## src/rtl/time_alarm_bank.sv

```systemverilog
// time_alarm_bank: 24-hour hh:mm:ss time of day plus three hh:mm alarm
// setpoints with latched ALARM flags. The time of day advances on a 1 Hz
// TICK. Manual increments come from rising-edge-detected IC/IAn strobes.
// The optional snooze countdown is built only when TAB_SNOOZE_EN is defined.
module time_alarm_bank #(
    parameter int SNOOZE_MIN = 9
) (
    input  logic       CLK,
    input  logic       RESET,
    input  logic       TICK,
    input  logic       RC,
    input  logic       IC,
    input  logic       RA1,
    input  logic       RA2,
    input  logic       RA3,
    input  logic       IA1,
    input  logic       IA2,
    input  logic       IA3,
    input  logic [2:0] EN,
    input  logic [2:0] ACK,
    input  logic       SNOOZE,
    output logic [4:0] HOURS,
    output logic [5:0] MINUTES,
    output logic [5:0] SECONDS,
    output logic [4:0] A1_HR,
    output logic [4:0] A2_HR,
    output logic [4:0] A3_HR,
    output logic [5:0] A1_MIN,
    output logic [5:0] A2_MIN,
    output logic [5:0] A3_MIN,
    output logic [2:0] ALARM
);

    // Advance hh:mm by one minute, wrapping 59->0 into hours and 23->0.
    function automatic logic [10:0] inc_min(input logic [4:0] hr, input logic [5:0] mn);
        if (mn == 6'd59)
            return {(hr == 5'd23) ? 5'd0 : hr + 5'd1, 6'd0};
        else
            return {hr, mn + 6'd1};
    endfunction

    logic       ic_q;
    logic [2:0] ia_q;
    logic       ic_edge;
    logic [2:0] ia_edge;
    logic [2:0] ia_in;
    logic [2:0] ra_in;

    logic [4:0] hr_nx;
    logic [5:0] min_nx;
    logic [5:0] sec_nx;
    logic       min_carry;

    logic [4:0] a_hr     [3];
    logic [5:0] a_min    [3];
    logic [4:0] a_hr_nx  [3];
    logic [5:0] a_min_nx [3];
    logic [2:0] alarm_nx;
    logic [2:0] snz_fire;
    logic [2:0] snz_clr;

    assign ia_in   = {IA3, IA2, IA1};
    assign ra_in   = {RA3, RA2, RA1};
    assign ic_edge = IC & ~ic_q;
    assign ia_edge = ia_in & ~ia_q;

    assign A1_HR  = a_hr[0];
    assign A2_HR  = a_hr[1];
    assign A3_HR  = a_hr[2];
    assign A1_MIN = a_min[0];
    assign A2_MIN = a_min[1];
    assign A3_MIN = a_min[2];

    // Time-of-day next state: clear beats manual increment beats TICK.
    // A match can only come from the TICK seconds carry (min_carry).
    always_comb begin
        // NOTE: every output of this block gets a default first so no path leaves it unassigned and infers a latch.
        hr_nx     = HOURS;
        min_nx    = MINUTES;
        sec_nx    = SECONDS;
        min_carry = 1'b0;
        if (!RC) begin
            hr_nx  = '0;
            min_nx = '0;
            sec_nx = '0;
        end else if (ic_edge) begin
            {hr_nx, min_nx} = inc_min(HOURS, MINUTES);
            sec_nx          = '0;
        end else if (TICK) begin
            if (SECONDS == 6'd59) begin
                {hr_nx, min_nx} = inc_min(HOURS, MINUTES);
                sec_nx          = '0;
                min_carry       = 1'b1;
            end else begin
                sec_nx = SECONDS + 6'd1;
            end
        end
    end

`ifdef TAB_SNOOZE_EN
    logic       snz_act [3];
    logic [5:0] snz_cnt [3];

    // Snooze request clears the active flags and decides when a countdown expires.
    always_comb begin
        for (int i = 0; i < 3; i++) begin
            snz_clr[i]  = SNOOZE & ALARM[i];
            snz_fire[i] = snz_act[i] & min_carry & (snz_cnt[i] == 6'd1) & EN[i];
        end
    end

    // Per-alarm snooze countdown in minutes; cancelled by clear, ACK or disarm.
    always_ff @(posedge CLK or negedge RESET) begin
        if (!RESET) begin
            for (int i = 0; i < 3; i++) begin
                snz_act[i] <= 1'b0;
                snz_cnt[i] <= '0;
            end
        end else begin
            for (int i = 0; i < 3; i++) begin
                if (!ra_in[i] || ACK[i] || !EN[i]) begin
                    snz_act[i] <= 1'b0;
                end else if (snz_clr[i]) begin
                    snz_act[i] <= 1'b1;
                    snz_cnt[i] <= 6'(SNOOZE_MIN);
                end else if (snz_act[i] && min_carry) begin
                    if (snz_cnt[i] == 6'd1)
                        snz_act[i] <= 1'b0;
                    snz_cnt[i] <= snz_cnt[i] - 6'd1;
                end
            end
        end
    end
`else
    logic unused_snooze;
    assign unused_snooze = SNOOZE ^ (SNOOZE_MIN == 0);
    assign snz_clr       = '0;
    assign snz_fire      = '0;
`endif

    // Alarm setpoint and flag next state, compared against the updated time.
    always_comb begin
        for (int i = 0; i < 3; i++) begin
            a_hr_nx[i]  = a_hr[i];
            a_min_nx[i] = a_min[i];
            alarm_nx[i] = ALARM[i];
            if (!ra_in[i]) begin
                a_hr_nx[i]  = '0;
                a_min_nx[i] = '0;
            end else if (ia_edge[i]) begin
                {a_hr_nx[i], a_min_nx[i]} = inc_min(a_hr[i], a_min[i]);
            end
            if (!ra_in[i])
                alarm_nx[i] = 1'b0;
            else if ((min_carry && EN[i] && a_hr_nx[i] == hr_nx && a_min_nx[i] == min_nx)
                     || snz_fire[i])
                alarm_nx[i] = 1'b1;
            else if (ACK[i] || !EN[i] || snz_clr[i])
                alarm_nx[i] = 1'b0;
        end
    end

    // State registers: edge-detect copies, time of day, setpoints and flags.
    always_ff @(posedge CLK or negedge RESET) begin
        if (!RESET) begin
            ic_q    <= 1'b0;
            ia_q    <= '0;
            HOURS   <= '0;
            MINUTES <= '0;
            SECONDS <= '0;
            ALARM   <= '0;
            // NOTE: these small setpoint arrays are flops with a defined reset value, not RAM, so resetting them is required.
            for (int i = 0; i < 3; i++) begin
                a_hr[i]  <= '0;
                a_min[i] <= '0;
            end
        end else begin
            // NOTE: non-blocking assignments so every register samples the pre-edge values.
            ic_q    <= IC;
            ia_q    <= ia_in;
            HOURS   <= hr_nx;
            MINUTES <= min_nx;
            SECONDS <= sec_nx;
            ALARM   <= alarm_nx;
            for (int i = 0; i < 3; i++) begin
                a_hr[i]  <= a_hr_nx[i];
                a_min[i] <= a_min_nx[i];
            end
        end
    end

endmodule

```

## config.mk

```make
export PLATFORM = sky130hd
export DESIGN_NAME = time_alarm_bank
export DESIGN_NICKNAME = d
export VERILOG_FILES = /design/src/rtl/time_alarm_bank.sv
export SDC_FILE = /design/constraint.sdc
export NUM_CORES = 1
export LEC_CHECK = 0
export ABC_AREA = 0
export BUFFER_PORTS_ARGS = -buffer_cell sky130_fd_sc_hd__buf_2
export CAP_MARGIN = 0
export CELL_PAD_IN_SITES_DETAIL_PLACEMENT = 1
export CELL_PAD_IN_SITES_GLOBAL_PLACEMENT = 1
export CORE_AREA = 2 2 100 102
export CTS_CLUSTER_DIAMETER = 80
export DETAILED_ROUTE_END_ITERATION = 8
export DIE_AREA = 0 0 102 104
export GPL_TIMING_DRIVEN = 0
export PLACE_DENSITY_LB_ADDON = 0.1
export SETUP_SLACK_MARGIN = 0.15
export SLEW_MARGIN = 30
export SYNTH_ARGS = -nofsm -noshare
export SYNTH_HDL_FRONTEND = slang
export SYNTH_SLANG_ARGS = --single-unit
```

## constraint.sdc

```tcl
create_clock -name CLK -period 2.7 [get_ports CLK]
set_input_delay 0.135 -clock CLK [delete_from_list [all_inputs] [get_ports CLK]]
set_output_delay 0.135 -clock CLK [all_outputs]
set_load 0.02 [all_outputs]
```

==> results.cfg <==
[die]
rows = 36
coreArea_um2 = 9550
ioPinCount = 71
start_util_pct = 36.9
die_w_um = 102
die_area_um2 = 10600
die_y_um = 104

[detailed_routing]
viasPerCell = 5.36
drt_iter0_markers = 61
ant_nets = 0
via_count = 3277
routed_wl_um = 10800
wl_per_cell_um = 17.6
drc = 0
first_pass_iters = 4

[global_route]
grt_max_degree = 58
grt.overflow.total = 0
grt_pass1_wl_um = 17100
antenna_found_initial = 0
grt_usage_pct = 20.7
grt_pass1_vias = 3339

[sta]
min_period_ns = 2.55
finalHoldViolCount = 0
final_max_slew_viol_count = 0
fmax_ghz = 0.392
rsz0062_at_grt = true
skew_ns = 0.00728
tightest_slew_ns = 0.764
setup_violations = 0
slew_headroom_pct = 48.6
period_share_pct = 94.4

[finish]
antenna_cells = 0
area_growth_pct = 32.4
stdcell_area_um2 = 4660
layout-drive-gt1-share_pct = 33.3
nNetsFinal = 501
nFillCells = 1145

[cts]
cts_tree = done
h-tree-depth = 3
numClockSinks = 57
clk_pin_slew_ns = 0.07
cts-root-buf = clkbuf_8
clock_latency_ns = 0.35
cts_buffers = 9
clk_path_buf_depth = 2

[pwr]
power_density_nw_per_um2 = 388
power_mw = 1.81
ir_worst_vdd_mv = 0.193
leakage_nw = 2.17

[synthesis]
ys_seq_area_share_pct = 40.5
ys_warn_count = 0
syn_avg_cell_area_um2 = 9.46
ys_ff_latch = 57
syn_inst = 372
synth_fp_nets = 399
synthFlopType = dfrtp_1
async_reset_ff_share_pct = 100
syn-cell-area_um2 = 3520
synth_edf_count = 0
synth_cell_types = 60

[worst_setup_path]
crit_type = flip-flop to flip-flop
worstPathMaxFanout = 6
arrival_ns = 2.82
cp-end-kind = flip-flop
cp-start-kind = flip-flop
worstPathRequired_ns = 2.98

[worst_hold_path]
holdCritPathClass = primary input to flip-flop

[flow_run]
cap_viol_max_count = 0

[place]
numPortBuffers = 68
place_area_um2 = 4080
dp.final_hpwl_um = 7660
place.gp.congestion = 0.799

[status]
status = finished clean
## flip-flops by register name, summed over array words and instances, names as in the netlist
| name | cells |
|---|---|
| A3_HR | 5 |
| MINUTES | 6 |
| ic_q | 1 |
| A2_HR | 5 |
| ia_q | 3 |
| A2_MIN | 6 |
| SECONDS | 6 |
| A1_MIN | 6 |
| A1_HR | 5 |
| A3_MIN | 6 |
| HOURS | 5 |
| ALARM | 3 |
## critical path, cell delays in order, from the launching register on
cell and delay (ns):
dfrtp_2 0.42, ha_4 0.17, nand3_4 0.08, o21a_4 0.24
mux2i_4 0.36, xor2_1 0.10, or4_1 0.47, or4_4 0.49
o21ai_2 0.14
## final cells by class
type / count / area (µm²) / area share (%)
multi-input cells: 296 / 2260 / 48.4
clock inverters: 3 / 15.0 / 0.322
clock buffers: 12 / 165 / 3.54
plain buffers: 5 / 38.8 / 0.832
repair buffers: 91 / 528 / 11.3
well taps: 133 / 166 / 3.57
flip-flops and latches: 57 / 1440 / 30.8
inverters: 14 / 52.6 / 1.13
## per-stage QoR
| step | cells | setup TNS, ns | setup WS, ns | hold WS [ns] | utilization [%] |
|---|---|---|---|---|---|
| 3_5_place_dp | 573 | -0.172 | -0.172 | 0.260 | 42.7 |
| 6_report | 611 | 0 | 0.151 | 0.0494 | 48.8 |
| 4_1_cts | 603 | 0 | 0.133 | 0.0350 | 46.9 |
| 3_3_place_gp | 573 | -0.117 | -0.117 | 0.260 | 42.7 |
| 5_1_grt | 611 | 0 | 0.0712 | 0.0607 | 48.8 |
| 2_1_floorplan | 372 | 0 | 0.160 | -0.161 | - |
## placed cells by master (no fill, tap or decap), types with 12 or more instances in the layout
master and instances:
nand3_1 17, dfrtp_1 49, inv_1 13, nor2_1 24
xor2_1 23, nand2_1 27, a21oi_1 16, xnor2_1 17
buf_4 20, o21ai_0 17, clkbuf_8 12, buf_2 67
## layer usage
layer	GRT usage, %	wire length, µm
met2	33.6	5370
met4	5.90	106
met5	0	0
met3	3.49	379
met1	28.3	4900
## what timing repair did
item,in CTS,in global routing
gates cloned,0,0
resized for setup,19,29
endpoints found under the setup margin,3,3
setup buffers,10,8
pin swaps,5,14
endpoints found under the hold margin,61,0
hold buffers,5,0
## power breakdown
group	switching [mW]	total (mW)	leakage, nW	internal [mW]
logic	0.107	0.171	1.30	0.0645
registers	0.0131	0.879	0.770	0.866
clock network	0.358	0.757	0.0980	0.398
total	0.478	1.81	2.17	1.33
## synth_stat cells, drive strengths merged (5+ instances only)
cell    count  area (µm²)
a21oi      21         116
a31oi       6        43.8
and3        6        37.5
dfrtp      57        1430
ha          9         113
inv        13        48.8
mux2i       9        90.1
nand2      31         126
nand3      18        95.1
nand3b      7        52.6
nand4      10        77.6
nand4b     10        87.6
nor2       27         101
nor2b      11        68.8
nor3       11        55.1
o21ai      23         119
or4         5        41.3
xnor2      19         166
xor2       24         210
## logic make-up (layout without fill, tap and decap cells)
kind of cell	Yosys count	in the layout	synth area share, %
AND/OR/NAND/NOR	160	160	26.6
AO/OA/AOI/OAI	73	73	13.5
flip-flops	57	57	40.5
XOR/XNOR	43	43	10.7
buffers and inverters	19	125	2.27
multiplexers	11	11	3.20
adder cells (fa/ha/maj)	9	9	3.20
## final timing paths
path | startpoint | to | slack (ns) | depth (start not counted)
min in group asynchronous | RESET | A2_HR[2]$_DFF_PN0_ | 0.39 | 2
setup reg to reg | SECONDS[1]$_DFFE_PN0P_ | ALARM[1]$_DFFE_PN0P_ | 0.15 | 8
hold reg to reg | ALARM[2]$_DFFE_PN0P_ | ALARM[2]$_DFFE_PN0P_ | 0.55 | 2
hold / removal | ACK[2] | ALARM[2]$_DFFE_PN0P_ | 0.05 | 3
setup / recovery | SECONDS[1]$_DFFE_PN0P_ | ALARM[1]$_DFFE_PN0P_ | 0.15 | 8
max in group asynchronous | RESET | MINUTES[3]$_DFF_PN0_ | 1.77 | 2
Note: power is estimated with default switching activity, not from simulation.
